--- src/rtl/sdram_arb_pkg.sv ---
// Shared types for the SDRAM port arbiter: FSM states, requester IDs and
// tag FIFO sizing defaults.
package sdram_arb_pkg;

    localparam int TAG_DEPTH_DEF = 4;
    localparam int TAG_AW        = $clog2(TAG_DEPTH_DEF);

    typedef enum logic {
        IDLE  = 1'b0,
        ISSUE = 1'b1
    } state_t;

    typedef enum logic {
        SRC_VID = 1'b0,
        SRC_CPU = 1'b1
    } src_t;

endpackage

--- src/rtl/sdram_arb_tag_fifo.sv ---
// In-order tag FIFO: remembers which requester issued each outstanding read
// so responses can be steered back without any ID on the memory side.
module sdram_arb_tag_fifo
    import sdram_arb_pkg::*;
#(
    parameter int DEPTH = TAG_DEPTH_DEF
) (
    input  logic clk,
    input  logic reset_n_i,
    input  logic push,
    input  src_t push_src,
    input  logic pop,
    output src_t head_src,
    output logic full,
    output logic empty
);

    localparam int AW = $clog2(DEPTH);

    src_t          mem_r [DEPTH];
    logic [AW-1:0] wr_ptr_r;
    logic [AW-1:0] rd_ptr_r;
    logic [AW:0]   count_r;
    logic          do_push_s;
    logic          do_pop_s;

    // Guard both ends so an illegal push or pop never corrupts the pointers.
    assign do_push_s = push && !full;
    assign do_pop_s  = pop && !empty;
    assign full      = (count_r == (AW+1)'(DEPTH));
    assign empty     = (count_r == '0);
    assign head_src  = mem_r[rd_ptr_r];

    // Storage, pointers and occupancy count.
    always_ff @(posedge clk or negedge reset_n_i) begin
        if (!reset_n_i) begin
            wr_ptr_r <= '0;
            rd_ptr_r <= '0;
            count_r  <= '0;
            for (int i = 0; i < DEPTH; i++) begin
                mem_r[i] <= SRC_VID;
            end
        end else begin
            if (do_push_s) begin
                mem_r[wr_ptr_r] <= push_src;
                wr_ptr_r        <= wr_ptr_r + AW'(1);
            end
            if (do_pop_s) begin
                rd_ptr_r <= rd_ptr_r + AW'(1);
            end
            case ({do_push_s, do_pop_s})
                2'b10:   count_r <= count_r + (AW+1)'(1);
                2'b01:   count_r <= count_r - (AW+1)'(1);
                default: count_r <= count_r;
            endcase
        end
    end

endmodule

--- src/rtl/sdram_port_arbiter.sv ---
// Shares the SDRAM controller command port between video scan-out (priority)
// and the CPU, with a video run-length limit and tag-based read routing.
module sdram_port_arbiter
    import sdram_arb_pkg::*;
#(
    parameter int ADDR_W      = 24,
    parameter int DATA_W      = 32,
    parameter int TAG_DEPTH   = TAG_DEPTH_DEF,
    parameter int VID_RUN_MAX = 8
) (
    input  logic                clk,
    input  logic                reset_n_i,
    input  logic                vid_req_i,
    input  logic [ADDR_W-1:0]   vid_addr_i,
    output logic                vid_gnt_o,
    output logic                vid_rvalid_o,
    output logic [DATA_W-1:0]   vid_rdata_o,
    input  logic                cpu_req_i,
    input  logic                cpu_we_i,
    input  logic [ADDR_W-1:0]   cpu_addr_i,
    input  logic [DATA_W-1:0]   cpu_wdata_i,
    input  logic [DATA_W/8-1:0] cpu_wmask_i,
    output logic                cpu_gnt_o,
    output logic                cpu_rvalid_o,
    output logic [DATA_W-1:0]   cpu_rdata_o,
    output logic                mem_valid_o,
    output logic                mem_we_o,
    output logic [ADDR_W-1:0]   mem_addr_o,
    output logic [DATA_W-1:0]   mem_wdata_o,
    output logic [DATA_W/8-1:0] mem_wmask_o,
    input  logic                mem_ready_i,
    input  logic                mem_rvalid_i,
    input  logic [DATA_W-1:0]   mem_rdata_i,
    output logic                err_o
);

    localparam int MASK_W = DATA_W / 8;
    localparam int RUN_W  = $clog2(VID_RUN_MAX + 1);

    state_t             state_r;
    src_t               win_r;
    logic [RUN_W-1:0]   vid_run_r;
    logic               mem_valid_r;
    logic               mem_we_r;
    logic [ADDR_W-1:0]  mem_addr_r;
    logic [DATA_W-1:0]  mem_wdata_r;
    logic [MASK_W-1:0]  mem_wmask_r;
    logic               vid_rvalid_r;
    logic               cpu_rvalid_r;
    logic [DATA_W-1:0]  vid_rdata_r;
    logic [DATA_W-1:0]  cpu_rdata_r;
    logic               err_r;

    logic               vid_elig_s;
    logic               cpu_elig_s;
    logic               cpu_win_s;
    logic               accept_s;
    logic               tag_push_s;
    logic               rsp_hit_s;
    logic               tag_full_s;
    logic               tag_empty_s;
    src_t               tag_head_s;

    assign accept_s   = (state_r == ISSUE) && mem_ready_i;
    assign tag_push_s = accept_s && !mem_we_r;
    assign rsp_hit_s  = mem_rvalid_i && !tag_empty_s;

    sdram_arb_tag_fifo #(
        .DEPTH (TAG_DEPTH)
    ) u_tag_fifo (
        .clk       (clk),
        .reset_n_i (reset_n_i),
        .push      (tag_push_s),
        .push_src  (win_r),
        .pop       (rsp_hit_s),
        .head_src  (tag_head_s),
        .full      (tag_full_s),
        .empty     (tag_empty_s)
    );

    // Winner selection; reads need a free tag slot, writes never do.
    always_comb begin
        vid_elig_s = 1'b0;
        cpu_elig_s = 1'b0;
        cpu_win_s  = 1'b0;
        if (state_r == IDLE) begin
            vid_elig_s = vid_req_i && !tag_full_s;
            cpu_elig_s = cpu_req_i && (cpu_we_i || !tag_full_s);
            cpu_win_s  = cpu_elig_s &&
                         (!vid_elig_s || (vid_run_r == RUN_W'(VID_RUN_MAX)));
        end else begin
            vid_elig_s = 1'b0;
            cpu_elig_s = 1'b0;
            cpu_win_s  = 1'b0;
        end
    end

    // Arbitration FSM, command register and video run-length counter.
    always_ff @(posedge clk or negedge reset_n_i) begin
        if (!reset_n_i) begin
            state_r     <= IDLE;
            win_r       <= SRC_VID;
            vid_run_r   <= '0;
            mem_valid_r <= 1'b0;
            mem_we_r    <= 1'b0;
            mem_addr_r  <= '0;
            mem_wdata_r <= '0;
            mem_wmask_r <= '0;
        end else begin
            case (state_r)
                IDLE: begin
                    if (!cpu_req_i) begin
                        vid_run_r <= '0;
                    end
                    if (cpu_win_s) begin
                        state_r     <= ISSUE;
                        win_r       <= SRC_CPU;
                        mem_valid_r <= 1'b1;
                        mem_we_r    <= cpu_we_i;
                        mem_addr_r  <= cpu_addr_i;
                        mem_wdata_r <= cpu_wdata_i;
                        mem_wmask_r <= cpu_wmask_i;
                    end else if (vid_elig_s) begin
                        state_r     <= ISSUE;
                        win_r       <= SRC_VID;
                        mem_valid_r <= 1'b1;
                        mem_we_r    <= 1'b0;
                        mem_addr_r  <= vid_addr_i;
                        mem_wdata_r <= '0;
                        mem_wmask_r <= '0;
                    end
                end
                ISSUE: begin
                    if (mem_ready_i) begin
                        state_r     <= IDLE;
                        mem_valid_r <= 1'b0;
                        if (win_r == SRC_CPU) begin
                            vid_run_r <= '0;
                        end else if (vid_run_r != RUN_W'(VID_RUN_MAX)) begin
                            vid_run_r <= vid_run_r + RUN_W'(1);
                        end
                    end
                end
                default: begin
                    state_r     <= IDLE;
                    mem_valid_r <= 1'b0;
                end
            endcase
        end
    end

    // Response steering; a response with no outstanding tag is dropped and flagged.
    always_ff @(posedge clk or negedge reset_n_i) begin
        if (!reset_n_i) begin
            vid_rvalid_r <= 1'b0;
            cpu_rvalid_r <= 1'b0;
            vid_rdata_r  <= '0;
            cpu_rdata_r  <= '0;
            err_r        <= 1'b0;
        end else begin
            vid_rvalid_r <= rsp_hit_s && (tag_head_s == SRC_VID);
            cpu_rvalid_r <= rsp_hit_s && (tag_head_s == SRC_CPU);
            if (rsp_hit_s && (tag_head_s == SRC_VID)) begin
                vid_rdata_r <= mem_rdata_i;
            end
            if (rsp_hit_s && (tag_head_s == SRC_CPU)) begin
                cpu_rdata_r <= mem_rdata_i;
            end
            if (mem_rvalid_i && tag_empty_s) begin
                err_r <= 1'b1;
            end
        end
    end

    assign vid_gnt_o    = accept_s && (win_r == SRC_VID);
    assign cpu_gnt_o    = accept_s && (win_r == SRC_CPU);
    assign mem_valid_o  = mem_valid_r;
    assign mem_we_o     = mem_we_r;
    assign mem_addr_o   = mem_addr_r;
    assign mem_wdata_o  = mem_wdata_r;
    assign mem_wmask_o  = mem_wmask_r;
    assign vid_rvalid_o = vid_rvalid_r;
    assign vid_rdata_o  = vid_rdata_r;
    assign cpu_rvalid_o = cpu_rvalid_r;
    assign cpu_rdata_o  = cpu_rdata_r;
    assign err_o        = err_r;

endmodule

--- config.mk ---
export PLATFORM = sky130hd
export DESIGN_NAME = sdram_port_arbiter
export DESIGN_NICKNAME = d
export VERILOG_FILES = /design/src/rtl/sdram_arb_pkg.sv /design/src/rtl/sdram_arb_tag_fifo.sv /design/src/rtl/sdram_port_arbiter.sv
export SDC_FILE = /design/constraint.sdc
export NUM_CORES = 1
export LEC_CHECK = 0
export ABC_AREA = 1
export CAP_MARGIN = 5
export CELL_PAD_IN_SITES_DETAIL_PLACEMENT = 0
export CELL_PAD_IN_SITES_GLOBAL_PLACEMENT = 1
export CORE_UTILIZATION = 29
export CTS_BUF_LIST = sky130_fd_sc_hd__clkbuf_8
export CTS_CLUSTER_DIAMETER = 80
export DETAILED_ROUTE_END_ITERATION = 10
export PLACE_DENSITY_LB_ADDON = 0.1
export SYNTH_ARGS = -nofsm -noshare
export SYNTH_HDL_FRONTEND = slang
export SYNTH_HIERARCHICAL = 1
export SYNTH_SLANG_ARGS = --single-unit
--- constraint.sdc ---
create_clock -name clk -period 1.9 [get_ports clk]
set_clock_uncertainty 0.15 [all_clocks]
set_input_delay 0.38 -clock clk [delete_from_list [all_inputs] [get_ports clk]]
set_output_delay 0.38 -clock clk [all_outputs]
set_load 0.01 [all_outputs]
* Word-level counts from Yosys, hierarchy flattened
Cells that the tools add are included.
** Word-level totals
- Logic and storage cells :: 99
- Flip-flop bits (word level) :: 146
- Output and inout port bits :: 131
- Input port bits :: 123
** Operators by class
- Eq/ne operators :: 9
- Add/subtract/negate cells :: 5
- Bitwise operators :: 5
- $lt $le $gt $ge :: 3
- Reductions and logical operators :: 26
- Mux-type cells :: 31
** Operators with widths (number)
- two-way mux 32 bit :: 2
- two-way mux 24 bit :: 2
- two-way mux 4 bit :: 6
- logical AND 1 bit :: 14
- two-way mux 1 bit :: 14
- one-hot mux 4 bit (2 select lines) :: 1
- greater-or-equal comparator 3 bit, second input constant :: 2
- NOT 2 -> 3 bit :: 2
- one-hot mux 3 bit (2 select lines) :: 1
- adder 2 x 1 -> 2 bit, second input constant :: 2
- adder 4 x 1 -> 4 bit, second input constant :: 1
- bitwise mux 4 bit :: 1
- == test 4 bit, second input constant :: 1
- logical NOT 1 bit :: 4
- inequality test 2 bit, second input constant :: 2
- inequality test 4 bit, second input constant :: 1
- one-hot mux 1 bit (2 select lines) :: 2
- AND reduction 2 bit :: 2
- nonzero test 2 bit :: 2
- adder 3 x 1 -> 3 bit, second input constant :: 1
- == test 3 bit, second input constant :: 1
- logical NOT 3 bit :: 1
- < comparator 3 x 1 -> 1 bit, second input constant :: 1
- inequality test 3 x 1 -> 1 bit, second input constant :: 1
- 9 further kinds :: 12

* Depth between registers and ports, before layout
Gate-level depths: netlist of the first run.
- Word-level depth :: 9
- Gate-level depth with buffers :: 14
- Depth with buffers taken out :: 14

* By module
The synthesis of the first run kept the hierarchy.
** Modules (own cells, without submodules)
- sdram_port_arbiter :: cells an instance 675, area an instance 5720.5 um^2, instances 1, seq. area each 3378.2 um^2
- sdram_arb_tag_fifo :: cells an instance 83, area an instance 668.1 um^2, instances 1, seq. area each 275.3 um^2

* Worst setup path after synthesis of the first run
Ideal clock, no wire load.
- Path kind :: flip-flop to flip-flop
- Start point :: reg u_tag_fifo.count_r[0]
- End point :: reg u_tag_fifo.count_r[2]
- Setup time :: 0.117 ns
- Required time :: 1.633 ns
- Slack :: -0.071 ns
- Period minus slack after synthesis :: 1.971 ns
- Data arrival time :: 1.704 ns
- Stages on the path, launching flop included :: 14
- Buffers on the path :: 0
- Cells stage by stage :: dfrtp_1 nor2_2 nand2_1 inv_1 nor2_2 nand2_1 inv_1 ha_1 inv_1 fa_1 nand2_1 nand3_1 nand2_1 nand2_1
** Between the ends
- Longest elaborated chain between the ends :: 6
- Elaborated cells on any way between the ends :: 13
- Those cells by class :: add/sub (2); eq/ne (3); mux (1); reduce/logical (7)
** Ends and longest elaborated chain
- start, declared :: RTL line sdram_arb_tag_fifo.sv:23 : logic [AW:0] count_r;
- start signal, assigned :: RTL line sdram_arb_tag_fifo.sv:52 : 2'b10: count_r <= count_r + (AW+1)'(1);
- start signal, assigned :: RTL line sdram_arb_tag_fifo.sv:53 : 2'b01: count_r <= count_r - (AW+1)'(1);
- start signal, assigned :: RTL line sdram_arb_tag_fifo.sv:54 : default: count_r <= count_r;
- logical NOT 3 bit * :: RTL line sdram_arb_tag_fifo.sv:31 : assign empty = (count_r == '0);
- net tag_empty_s :: RTL line sdram_port_arbiter.sv:61 : logic tag_empty_s;
- logical NOT 1 bit * :: RTL line sdram_port_arbiter.sv:66 : assign rsp_hit_s = mem_rvalid_i && !tag_empty_s;
- logical AND 1 bit * :: RTL line sdram_port_arbiter.sv:66
- net rsp_hit_s :: RTL line sdram_port_arbiter.sv:59 : logic rsp_hit_s;
- logical AND 1 bit * :: RTL line sdram_arb_tag_fifo.sv:29 : assign do_pop_s = pop && !empty;
- net u_tag_fifo.do_pop_s :: RTL line sdram_arb_tag_fifo.sv:25 : logic do_pop_s;
- == test 2 x 1 -> 1 bit / == test 2 bit (equally long branches) :: RTL line sdram_arb_tag_fifo.sv:51 : case ({do_push_s, do_pop_s})
- one-hot mux 3 bit (2 select lines) / nonzero test 2 bit (equally long branches)
Mark *: on every way through the listed nets, which the timed path passes. The rest lies on a longest branch.
A chain may end at the register's enable or synchronous reset.

* Final worst setup path of the first run
- Start point :: reg u_tag_fifo.count_r[1]
- End point :: reg mem_addr_r[0], in the netlist mem_addr_o[0]
** Between the ends
- Longest elaborated chain between the ends :: 9
- Elaborated cells on any way between the ends :: 13
- Those cells by class :: eq/ne (1); mux (3); reduce/logical (9)
** Ends and longest elaborated chain
- == test 3 bit * :: RTL line sdram_arb_tag_fifo.sv:30 : assign full = (count_r == (AW+1)'(DEPTH));
- net tag_full_s :: RTL line sdram_port_arbiter.sv:60 : logic tag_full_s;
- logical NOT 1 bit * :: RTL line sdram_port_arbiter.sv:87, sdram_port_arbiter.sv:88
- logical AND 1 bit :: RTL line sdram_port_arbiter.sv:87 : vid_elig_s = vid_req_i && !tag_full_s;
- logical NOT 1 bit :: RTL line sdram_port_arbiter.sv:90 : (!vid_elig_s || (vid_run_r == RUN_W'(VID_RUN_MAX)));
- logical OR 1 bit :: RTL line sdram_port_arbiter.sv:90
- logical AND 1 bit :: RTL line sdram_port_arbiter.sv:89 : cpu_win_s = cpu_elig_s &&
- two-way mux 1 bit :: RTL line sdram_port_arbiter.sv:86 : if (state_r == IDLE) begin
- nonzero test 2 bit (no source line)
- AND reduction 2 bit (no source line)
- end signal, assigned :: RTL line sdram_port_arbiter.sv:120 : mem_addr_r <= cpu_addr_i;
- end signal, assigned :: RTL line sdram_port_arbiter.sv:128 : mem_addr_r <= vid_addr_i;
- end, declared :: RTL line sdram_port_arbiter.sv:45 : logic [ADDR_W-1:0] mem_addr_r;
Marks and branches as above.

==> flow_summary.json, run 1 <==
{
  "clock_sink_count": 146,
  "worstSetupEndpointType": "flop",
  "dieArea_um2": 22600,
  "switching_share_pct": 39.4,
  "final_common_cell": "nand2_1",
  "combPwrFrac_pct": 48.2,
  "initial_utilization_pct": 30.0,
  "worst_slack_ns": 0.0310,
  "critical_path_class": "flop to flop",
  "max_slew.worst_pin.slew_ns": 0.385,
  "insertedDiodeCount": 0,
  "p_switching_mw": 5.94,
  "fin_area_um2": 10100,
  "final_util_pct": 47.3,
  "die_h_um": 150,
  "wire_per_inst_um": 14.1,
  "path_common_cell": "nor2_2",
  "antenna_found_initial": 0,
  "max_slew_margin_pct": 74.3,
  "seqPwrFrac_pct": 35.8,
  "rows": 53,
  "ant_nets": 0,
  "regToRegSetupSlack_ns": 0.03,
  "layout.nets": 1182,
  "place_congestion": 0.744,
  "dp.cells": 1287,
  "power_density_nw_per_um2": 1500,
  "core_area_um2": 21300,
  "die_w_um": 150,
  "max_cap_viol_count": 0,
  "internal_power_mw": 9.13,
  "io_buffers": 253,
  "cts_buffers": 17,
  "status": "completed",
  "drt_pass1_iterations": 4,
  "mappedNetlistArea_um2": 6390,
  "syn_inst": 758,
  "clk_pin_slew_ns": 0.09,
  "grt-ovfl-total": 0,
  "pre_cts_slack_ns": -0.384,
  "drt_iter0_drc": 187,
  "leakage_nw": 5.63,
  "r2r_cells": 13,
  "grt_pass1_wl_mm": 28.8,
  "grt_pass1_vias": 5594,
  "synth_largest_area_cell": "dfrtp_1",
  "rsz0062_at_grt": "true",
  "synth_cell_types": 23,
  "cp_num_buf_inv": 6,
  "worst-path-max-fanout": 7,
  "max_stage_delay_ns": 0.37,
  "synth_fp_nets": 889,
  "cp.arrival_ns": 2.05,
  "ir_drop_uv": 506,
  "areaGrowthSynthToFinish_pct": 57.6,
  "instances_no_fill": 1339,
  "clock_path_buffers": 2,
  "dp.final_hpwl_mm": 13.1,
  "vias_per_cell": 4.32,
  "cp_slowest_cell": "dfrtp_1",
  "yosysTopAreaCellShare_pct": 57.2,
  "drv_slew": 0,
  "cts-root-buf": "clkbuf_8",
  "total_power_mw": 15.1,
  "cp_top_family": "buffers and inverters",
  "syn_area_per_cell_um2": 8.43,
  "drc": 0,
  "setup_viol": 0,
  "via_count": 5786,
  "yosys_warnings": 6,
  "period_minus_slack_ns": 1.87,
  "cts_tree": "built",
  "drive_gt1_share_pct": 11.7,
  "grt_max_degree": 66,
  "io_pins": 254,
  "r2r-end": "mem_addr_o[0]",
  "synth-seq-area-share_pct": 57.2,
  "synth_area_leaders": "dfrtp_1, nand2_1, o21ai_0, inv_1, nand3_1",
  "ys_ff_latch": 146,
  "grt.total_usage_pct": 16.3,
  "r2r-start": "u_tag_fifo/count_r[1]",
  "placed_cell_area_um2": 9460,
  "final_cell_mix": "nand2_1, dfrtp_1, clkdlybuf4s50_1",
  "cts_max_level": 4,
  "start_kind": "flop",
  "min_path_type": "primary input to asynchronous set/reset pin",
  "period_share_pct": 98.4,
  "hold_violations": 0,
  "drt_wl_total_mm": 18.9,
  "crit_chain": "nor2_2, buf_4, nand2_4, inv_2, inv_2, nor2_2, nor2_2, nand2_4, buf_12, buf_8, buf_4, nand3_1, nand2_1",
  "clkPwrFrac_pct": 16.1,
  "fmax_ghz": 0.535,
  "cp.required_ns": 2.08,
  "clock_latency_ns": 0.44
}
-- metal layers --
metal / vias to the layer above / wire [um] / track usage [%]
met5: - / 0 / 0
met4: 0 / 204 / 4.49
met3: 14 / 1740 / 6.88
met2: 183 / 8520 / 25.5
met1: 2647 / 8420 / 20.5
li1: 2942 / - / -
-- Yosys cell counts --
library cell  number
nand2_4            1
a21o_1             1
dfrtp_1          146
buf_4              7
fa_1               1
nand3_2            4
nor2_1            11
nand2_2            2
inv_1            105
o21bai_1           1
o21ai_0           93
nand2_1          257
nor2_2             3
nand3_1           74
xnor2_1            1
buf_2             18
inv_4              1
clkbuf_1          12
ha_1               7
nand4_1            7
buf_6              3
or2_2              1
inv_2              2
-- kinds of logic after synthesis --
group,count (synthesis),share of synthesized area (%)
AO/OA/AOI/OAI,95,7.52
XOR/XNOR,1,0.137
adder cells (fa/ha/maj),8,1.68
buffers and inverters,148,9.85
flip-flops,146,57.2
AND/OR/NAND/NOR,360,23.6
-- power groups by stage --
stage	clock network (mW)	logic [mW]	registers [mW]
after floorplan	0	2.81	6.09
after global placement	0	7.70	5.46
after detailed placement	0	7.72	5.50
after CTS	2.53	7.09	5.42
after global routing	2.66	8.14	5.60
final	2.42	7.26	5.39
-- per-stage QoR --
stage          hold slack (ns)  setup TNS, ns
5_1_grt                  0.142         -0.629
2_1_floorplan          -0.0656        -0.0362
3_5_place_dp            0.0626          -5.89
3_3_place_gp            0.0629          -6.68
4_1_cts                  0.131              0
6_report                 0.168              0
-- worst max-delay path by stage --
stage	start	to	slack [ns]	depth (start not counted)
after CTS	u_tag_fifo/count_r[1]	u_tag_fifo/count_r[1]	0.0002	9
after global routing	u_tag_fifo/count_r[0]	mem_addr_o[0]	-0.09	13
after global placement	mem_rvalid_i	u_tag_fifo/count_r[2]	-0.40	12
after floorplan	u_tag_fifo/count_r[0]	u_tag_fifo/count_r[2]	-0.02	13
after detailed placement	mem_rvalid_i	u_tag_fifo/count_r[2]	-0.38	12
final	u_tag_fifo/count_r[1]	mem_addr_o[0]	0.03	13
-- area by class of cell --
class,count,area [um2]
Clock inverter,14,143
Clock buffer,18,248
Fill cell,2128,11200
Sequential cell,146,3650
Inverter,108,410
Tap cell,275,344
Multi-Input combinational cell,465,2170
Timing Repair Buffer,313,3100
-- registers in the layout (all words and copies together) (netlist names) --
register and cells:
cpu_rdata_o 32, cpu_rvalid_o 1, err_o 1, mem_addr_o 24, mem_valid_o 1, mem_wdata_o 32
mem_we_o 1, mem_wmask_o 4, state_r 1, u_tag_fifo/count_r 3, u_tag_fifo/mem_r 4, u_tag_fifo/rd_ptr_r 2
u_tag_fifo/wr_ptr_r 2, vid_rdata_o 32, vid_run_r 4, vid_rvalid_o 1, win_r 1
-- what timing repair did --
action,in CTS,in global routing
pin swaps,4,9
cloned,0,4
setup endpoints to repair,106,112
hold buffers,1,0
setup buffers,7,9
gates resized for setup,114,60
endpoints found under the hold margin,146,0
Power figures use the tool's default switching activity.
==> inputs of run 2 (changes only) <==
==> constraint.sdc (replaced) <==
create_clock -name clk -period 1.9 [get_ports clk]
set_clock_uncertainty 0.15 [all_clocks]
set_input_delay 0.19 -clock clk [delete_from_list [all_inputs] [get_ports clk]]
set_output_delay 0.19 -clock clk [all_outputs]
set_load 0.01 [all_outputs]
==> run 2 against run 1 <==
  * Sequential share of layout area decreased by 0.39 points
  * Critical path depth decreased by 2
  * Clock power decreased by 4%
  * Design area increased by 1.1%
  * Setup slack improved by 0.022 ns
  * Via count decreased by 1.0%
  * Critical endpoint is now u_tag_fifo/count_r[2]
  * Largest cell class unchanged
==> flow_summary.json, run 2 (synthesis gave the netlist of run 1 again) <==
{
  "status": "completed",
  "leakage_nw": 5.04,
  "min_path_type": "primary input to asynchronous set/reset pin",
  "cp_num_buf_inv": 2,
  "die_w_um": 150,
  "cts-root-buf": "clkbuf_8",
  "max_cap_viol_count": 0,
  "holdWs_ns": 0.0266,
  "grt_max_degree": 66,
  "n_fill_cell": 2152,
  "drc": 0,
  "clock_path_buffers": 2,
  "areaGrowthSynthToFinish_pct": 59.3,
  "crit_chain": "nor2_2, buf_4, nand2_4, nand2_4, ha_4, inv_4, fa_2, nand2_2, nand3_1, nand2_1, nand2_1",
  "period_minus_slack_ns": 1.85,
  "grt.total_usage_pct": 16.3,
  "placed_cell_area_um2": 9440,
  "cp_top_family": "simple AND/OR/NAND/NOR gates",
  "die_h_um": 150,
  "pre_cts_slack_ns": -0.207,
  "place_congestion": 0.712,
  "clk_pin_slew_ns": 0.10,
  "fin_area_um2": 10200,
  "drv_slew": 0,
  "clock_latency_ns": 0.44,
  "max_slew.worst_pin.slew_ns": 0.339,
  "drive_gt1_share_pct": 11.4,
  "antenna_found_initial": 0,
  "worst_slack_ns": 0.0531,
  "io_buffers": 253,
  "grt-ovfl-total": 0,
  "cts_max_level": 4,
  "max_stage_delay_ns": 0.39,
  "hold_violations": 0,
  "dp.final_hpwl_mm": 13.0,
  "rows": 53,
  "core_area_um2": 21300,
  "cts_buffers": 17,
  "setup_viol": 0,
  "max_slew_margin_pct": 77.3,
  "instances_no_fill": 1332,
  "total_power_mw": 15.9,
  "io_pins": 254,
  "cts_tree": "built",
  "grt_pass1_vias": 5569,
  "drt_pass1_iterations": 4,
  "drt_iter0_drc": 200,
  "final_util_pct": 47.8,
  "use_met1_pct": 21.1,
  "vias_per_cell": 4.30,
  "grt_busiest_layer": "met2",
  "grt_util_met3_pct": 6.12,
  "final_common_cell": "clkdlybuf4s50_1",
  "dieArea_um2": 22600,
  "fmax_ghz": 0.541,
  "worst-path-max-fanout": 3,
  "cp.required_ns": 2.09,
  "power_density_nw_per_um2": 1570,
  "drt_wl_total_mm": 19.1,
  "rsz0062_at_grt": "true",
  "wire_per_inst_um": 14.4,
  "initial_utilization_pct": 30.0,
  "start_kind": "flop",
  "r2r-start": "u_tag_fifo/count_r[0]",
  "cp_slowest_cell": "dfrtp_1",
  "dp.cells": 1282,
  "startpoint": "u_tag_fifo/count_r[0]",
  "layout.nets": 1174,
  "via_count": 5727,
  "cp.arrival_ns": 2.03,
  "grt_pass1_wl_mm": 28.7,
  "final_cell_mix": "clkdlybuf4s50_1, nand2_1, dfrtp_1",
  "clock_sink_count": 146,
  "worstSetupEndpointType": "flop",
  "use_met2_pct": 25.3,
  "period_share_pct": 97.2,
  "ir_drop_uv": 552,
  "ant_nets": 0,
  "final.setup.tns_ns": 0,
  "critical_path_class": "flop to flop"
}
-- run 2: changes by cell type in the layout (fill, tap and decap cells not counted), moves of 3 or more --
cell | before | now
buf_6 | 5 | 9
o21ai_0 | 83 | 76
clkdlybuf4s50_1 | 121 | 250
clkinv_4 | 3 | 0
o21ai_1 | 10 | 15
buf_12 | 8 | 11
clkinvlp_4 | 2 | 6
dlygate4sd2_1 | 102 | 2
dlymetal6s2s_1 | 27 | 0
buf_4 | 42 | 25
-- run 2: final timing paths --
path | to | slack (ns) | cells after the start
setup / recovery | u_tag_fifo/count_r[2] | 0.05 | 11
min in group clk | mem_wdata_o[2] | 0.12 | 3
hold / removal | cpu_rdata_o[26] | 0.03 | 2
hold reg to reg | err_o | 0.33 | 1
max in group asynchronous | mem_addr_o[7] | 0.93 | 3
setup reg to reg | u_tag_fifo/count_r[2] | 0.05 | 11
-- run 2: metal layers --
metal	vias up	routed length, um
li1	2919	-
met1	2599	8330
met4	0	205
met2	192	8800
met3	17	1780
met5	-	0
-- run 2: cell type report --
class	instances	area [um2]	area share [%]
diodes	1	2.50	0.0246
clock inverters	14	120	1.18
multi-input cells	464	2180	21.4
clock buffers	18	248	2.43
well taps	275	344	3.38
flip-flops and latches	146	3650	35.9
repair inverters	1	11.3	0.111
repair buffers	305	3190	31.4
inverters	108	423	4.16
-- run 2: repair_timing --
item                                   CTS  global route
buffers inserted                         1             7
pin swaps                                1            23
gates resized for setup                  3            55
endpoints found under the hold margin  146             0
hold buffers                             1             0
gates cloned                             0             8
setup endpoints to repair                3            74
-- run 2: power by group --
group / switching, mW / internal (mW)
sequential: 0.824 / 4.61
clock: 1.35 / 0.978
combinational: 3.90 / 4.27
